===== src/rtl/piso_serial_ctrl.sv =====
// -----------------------------------------------------------------------------
// piso_serial_ctrl
//
// Parallel-in / serial-out sequencing controller. A WIDTH-bit word is accepted
// over a valid/ready handshake, then shifted out LSB-first on serial_out, each
// bit held for DIV clock cycles. Framing (frame/busy), a per-bit strobe and a
// one-cycle completion pulse (done) accompany the serial stream.
//
// Optional feature macro: PISO_SERIAL_PARITY_EN
//   When defined, an even-parity bit (^word) is sent for DIV cycles after the
//   last data bit, and done follows the parity bit.
//
// Parameters:
//   WIDTH      data word width (>= 2)
//   DIV        clock cycles per serial bit (>= 1)
//
// Ports:
//   clk        rising-edge clock
//   rst        asynchronous active-high reset
//   in_data    parallel word, sampled only on handshake
//   in_valid   producer has a word
//   in_ready   controller can accept (state is IDLE), combinational
//   serial_out current serial bit, registered, 0 when idle
//   frame      high while any frame bit (data or parity) is driven
//   bit_strobe one-cycle pulse in the first cycle of each bit period
//   done       one-cycle pulse in the cycle after the last bit period
//   busy       high while a frame is being sent
// -----------------------------------------------------------------------------
module piso_serial_ctrl #(
    parameter int WIDTH = 8,
    parameter int DIV   = 1
) (
    input  logic             clk,
    input  logic             rst,
    input  logic [WIDTH-1:0] in_data,
    input  logic             in_valid,
    output logic             in_ready,
    output logic             serial_out,
    output logic             frame,
    output logic             bit_strobe,
    output logic             done,
    output logic             busy
);

    localparam int BW = $clog2(WIDTH);
    localparam int DW = (DIV > 1) ? $clog2(DIV) : 1;

    localparam logic [BW-1:0] BIT_LAST = BW'(WIDTH - 1);
    localparam logic [BW-1:0] BIT_ONE  = BW'(1);
    localparam logic [BW-1:0] BIT_ZERO = BW'(0);
    localparam logic [DW-1:0] DIV_LAST = DW'(DIV - 1);
    localparam logic [DW-1:0] DIV_ONE  = DW'(1);
    localparam logic [DW-1:0] DIV_ZERO = DW'(0);

    typedef enum logic [1:0] {
        ST_IDLE   = 2'd0,
        ST_SHIFT  = 2'd1
`ifdef PISO_SERIAL_PARITY_EN
        ,
        ST_PARITY = 2'd2
`endif
    } state_t;

`ifdef PISO_SERIAL_PARITY_EN
    // Even parity of a data word: the bit that makes the total count of ones even.
    function automatic logic even_parity(input logic [WIDTH-1:0] d);
        return ^d;
    endfunction
`endif

    state_t           state_r, state_s;
    logic [WIDTH-1:0] shift_r, shift_s;
    logic [BW-1:0]    bit_cnt_r, bit_cnt_s;
    logic [DW-1:0]    div_cnt_r, div_cnt_s;
`ifdef PISO_SERIAL_PARITY_EN
    logic             parity_r, parity_s;
`endif

    logic serial_out_r, frame_r, bit_strobe_r, done_r, busy_r;
    logic serial_s, frame_s, strobe_s, done_s;

    logic handshake_s;
    logic div_end_s;
    logic last_bit_s;

    assign handshake_s = in_valid && (state_r == ST_IDLE);
    assign div_end_s   = (div_cnt_r == DIV_LAST);
    assign last_bit_s  = (bit_cnt_r == BIT_LAST);

    // Next-state, shift register and bit/divider counter logic.
    always_comb begin
        state_s   = state_r;
        shift_s   = shift_r;
        bit_cnt_s = bit_cnt_r;
        div_cnt_s = div_cnt_r;
`ifdef PISO_SERIAL_PARITY_EN
        parity_s  = parity_r;
`endif
        case (state_r)
            ST_IDLE: begin
                if (handshake_s) begin
                    state_s   = ST_SHIFT;
                    shift_s   = in_data;
                    bit_cnt_s = BIT_ZERO;
                    div_cnt_s = DIV_ZERO;
`ifdef PISO_SERIAL_PARITY_EN
                    parity_s  = even_parity(in_data);
`endif
                end else begin
                    state_s = ST_IDLE;
                end
            end
            ST_SHIFT: begin
                if (div_end_s) begin
                    div_cnt_s = DIV_ZERO;
                    shift_s   = {1'b0, shift_r[WIDTH-1:1]};
                    if (last_bit_s) begin
                        // Counter parks at zero instead of wrapping past its terminal value.
                        bit_cnt_s = BIT_ZERO;
`ifdef PISO_SERIAL_PARITY_EN
                        state_s   = ST_PARITY;
`else
                        state_s   = ST_IDLE;
`endif
                    end else begin
                        bit_cnt_s = bit_cnt_r + BIT_ONE;
                    end
                end else begin
                    div_cnt_s = div_cnt_r + DIV_ONE;
                end
            end
`ifdef PISO_SERIAL_PARITY_EN
            ST_PARITY: begin
                if (div_end_s) begin
                    div_cnt_s = DIV_ZERO;
                    state_s   = ST_IDLE;
                end else begin
                    div_cnt_s = div_cnt_r + DIV_ONE;
                end
            end
`endif
            default: begin
                state_s   = ST_IDLE;
                shift_s   = '0;
                bit_cnt_s = BIT_ZERO;
                div_cnt_s = DIV_ZERO;
            end
        endcase
    end

    // Output values for the coming cycle, derived from the next state so the
    // registered outputs line up with the state they describe.
    always_comb begin
        serial_s = 1'b0;
        frame_s  = 1'b0;
        strobe_s = 1'b0;
        done_s   = 1'b0;
        if (state_s == ST_SHIFT) begin
            serial_s = shift_s[0];
            frame_s  = 1'b1;
        end
`ifdef PISO_SERIAL_PARITY_EN
        else if (state_s == ST_PARITY) begin
            serial_s = parity_s;
            frame_s  = 1'b1;
        end
`endif
        else begin
            serial_s = 1'b0;
            frame_s  = 1'b0;
        end
        strobe_s = frame_s && (div_cnt_s == DIV_ZERO);
        done_s   = (state_r != ST_IDLE) && (state_s == ST_IDLE);
    end

    // State, datapath and registered output flops.
    always_ff @(posedge clk or posedge rst) begin
        if (rst) begin
            state_r      <= ST_IDLE;
            shift_r      <= '0;
            bit_cnt_r    <= BIT_ZERO;
            div_cnt_r    <= DIV_ZERO;
`ifdef PISO_SERIAL_PARITY_EN
            parity_r     <= 1'b0;
`endif
            serial_out_r <= 1'b0;
            frame_r      <= 1'b0;
            bit_strobe_r <= 1'b0;
            done_r       <= 1'b0;
            busy_r       <= 1'b0;
        end else begin
            state_r      <= state_s;
            shift_r      <= shift_s;
            bit_cnt_r    <= bit_cnt_s;
            div_cnt_r    <= div_cnt_s;
`ifdef PISO_SERIAL_PARITY_EN
            parity_r     <= parity_s;
`endif
            serial_out_r <= serial_s;
            frame_r      <= frame_s;
            bit_strobe_r <= strobe_s;
            done_r       <= done_s;
            busy_r       <= frame_s;
        end
    end

    assign in_ready   = (state_r == ST_IDLE);
    assign serial_out = serial_out_r;
    assign frame      = frame_r;
    assign bit_strobe = bit_strobe_r;
    assign done       = done_r;
    assign busy       = busy_r;

endmodule


===== config.mk =====
export PLATFORM = sky130hd
export DESIGN_NAME = piso_serial_ctrl
export DESIGN_NICKNAME = d
export VERILOG_FILES = /design/src/rtl/piso_serial_ctrl.sv
export SDC_FILE = /design/constraint.sdc
export NUM_CORES = 1
export LEC_CHECK = 0
export BUFFER_PORTS_ARGS = -buffer_cell sky130_fd_sc_hd__buf_4
export CAP_MARGIN = 0
export CORE_MARGIN = 4
export CORE_UTILIZATION = 45
export DETAILED_ROUTE_END_ITERATION = 7
export HOLD_SLACK_MARGIN = 0.15
export PLACE_DENSITY = 0.71
export SYNTH_ARGS = -nofsm -noshare
export SYNTH_HDL_FRONTEND = slang
export SYNTH_SLANG_ARGS = --single-unit

===== constraint.sdc =====
create_clock -name clk -period 1.3 [get_ports clk]
set_input_delay 0.26 -clock clk [delete_from_list [all_inputs] [get_ports clk]]
set_output_delay 0.26 -clock clk [all_outputs]
set_load 0.01 [all_outputs]

==> impl_metrics.toml <==
[logic_synthesis]
avgSynthCellArea_um2 = 12.94
yosys_warnings = 0
synth.top_cell.area_share_pct = 59.02
syn_area_um2 = 763.2
synth_nets = 72
synth_cells = 59
synth_seq_cells = 18
ys_seq_area_share_pct = 59.02
yosysTopAreaCell = "dfrtp_1"
netlist-cell-type-count = 24
yosys-top-cells-area = "dfrtp_1, a221o_1, and2_1"

[die]
die_area_mm2 = 0.002419
dieWidth_um = 49.19
fp.dieH_um = 49.19
start_util_pct = 48.96
core_area_mm2 = 0.001559
num_rows = 14
boundaryPins = 17

[worst_setup_path]
critical_path_arrival_ns = 1.59
crit_path_end_kind = "flip-flop"
worstSetupStartpointType = "flip-flop"
crit_type = "reg -> reg"
crit_fanout = 3
required_ns = 1.52

[clock_network]
insertion_delay_ns = 0.29
cts_tree = "built"
cts_buffers = 3
cts_sinks = 18
clockBufferDepth = 2
clk_transition_reported_paths_ns = 0.10
root_buffer = "clkbuf_4"
cts_max_level = 1

[power_and_ir_drop]
ir_drop_uv = 771.7
power_density_mw_per_mm2 = 1018
design_power_total_mw = 1.148
power_leakage_nw = 0.5632

[sta]
max_freq_ghz = 0.7326
final-hold-violation-count = 0
final.period_utilization_pct = 105.0
rsz0062_at_grt = "yes"
postLayoutSetupSlackWorst_ns = -0.06508
setup_viol = 3
drv_slew = 0
period_needed_ns = 1.365
tns_ns = -0.1471
skew_ns = 0.007331

[worst_hold_path]
hp-class = "in -> reg"

[routing]
drc = 0
wl_per_cell_um = 14.89
avgViaCountPerCell = 5.500
first_iter_violations = 5
firstDrtPassIters = 4
wirelength_mm = 1.638
drt.antenna.violating_nets = 0
num_vias = 605

[global_route]
grt_use_total_pct = 15.69
antenna_found_initial = 0
grt_pass1_vias = 626
grt_pass1_wl_mm = 2.815
grt_max_degree = 19
gr-total-overflow = 0

[outcome]
outcome = "finished with violations"
violations = "setup timing"

[finish]
nets = 108
drive_gt1_share_pct = 52.13
n_antenna_cell = 0
fin_area_mm2 = 0.001127
syn_to_final_growth_pct = 47.70
final_cells = 110

[job]
cap_violations = 0

[placement]
place_inst = 96
place_area_um2 = 945.9
port_buffers = 16
pre_cts_ws_ns = -0.06473
routabilityCongestion = 0.7810
[metrics by stage]
| stage | utilization, % | hold WS, ns |
|---|---|---|
| 3_3_place_gp | 60.67 | 0.2912 |
| 5_1_grt | 72.31 | 0.1807 |
| 3_5_place_dp | 60.67 | 0.2961 |
| 4_1_cts | 69.66 | 0.1812 |
| 6_report | 72.31 | 0.1908 |
| 2_1_floorplan | - | 0.1986 |
[sequential cells by signal, summed over array words and instances (netlist names)]
signal,cells
bit_cnt_r,3
bit_strobe,1
serial_out,1
busy,1
div_cnt_r,1
shift_r,8
done,1
state_r,2
[cells in the mapped netlist]
library cell,count
a22o_1,3
mux2_2,1
a221o_1,6
buf_4,1
nor4b_1,1
a22oi_1,1
and2b_1,1
conb_1,1
inv_1,1
or3b_1,1
ha_1,2
nor3_2,1
dfrtp_1,18
nor3_1,1
a21o_1,1
nand2b_1,1
nor3b_1,1
and2_1,6
a21boi_0,1
buf_2,2
o2bb2ai_1,1
nor2_1,3
a211oi_1,3
and2b_2,1
[where the power goes]
part | switching [mW] | total, mW | internal (mW)
Combinational | 0.0864 | 0.203 | 0.117
Clock | 0.164 | 0.335 | 0.171
Sequential | 0.0190 | 0.610 | 0.591
Total | 0.269 | 1.15 | 0.878
[layout make-up]
cell class / count / area, um^2
sequential: 18 / 451.7
tap: 16 / 20.02
clock buffer: 4 / 36.28
inverter: 1 / 3.754
fill: 108 / 431.7
multi-input combinational: 37 / 336.6
timing repair buffer: 34 / 279.0
[repair_timing]
action	CTS	global route
hold buffers	2	0
endpoints found under the setup margin	11	15
buffers inserted	6	1
gates resized for setup	11	9
pin swaps	4	11
endpoints found under the hold margin	19	0
gates cloned	1	0
[worst max-delay path: stages, from the launching register on]
cell and delay (ns):
dfrtp_1 0.42, and2b_2 0.25, buf_6 0.12, or3b_1 0.36, a21boi_1 0.15
[path summary, 6_finish.rpt]
kind	from	slack, ns	endpoint	depth (start not counted)
min	in_data[7]	0.19	shift_r[7]	2
max	state_r[0]	-0.07	serial_out	4
min reg2reg	state_r[1]	0.49	div_cnt_r	1
max in group asynchronous	rst	0.56	state_r[1]	4
min in group asynchronous	rst	0.53	shift_r[4]	4
max reg2reg	state_r[0]	-0.07	serial_out	4
[per-layer routing]
layer  up-vias  routed length (um)  GRT usage [%]
met1       298                 646          17.32
met3         2                  99          5.505
met5         -                   0              0
met2        15                 872          27.01
met4         0                  19          6.635
li1        290                   -              -
[cell usage in the layout, fill, tap and decap left out, drive strengths merged, types with 2 or more instances in the layout]
master	synthesis	final
buf	3	32
dfrtp	18	18
and2	6	6
a221o	6	6
clkbuf	0	4
a22o	3	3
nor2	3	3
a211oi	3	3
and2b	2	2
dlygate4sd3	0	2
nor3	2	2
ha	2	2
[logic make-up after synthesis]
group,synth area share [%]
other cells,0.4913
flops,59.02
buf+inv,2.787
simple gates,14.59
compound gates,18.36
fa+ha+maj,3.278
mux,1.475
(Power assumes the default switching activity.)
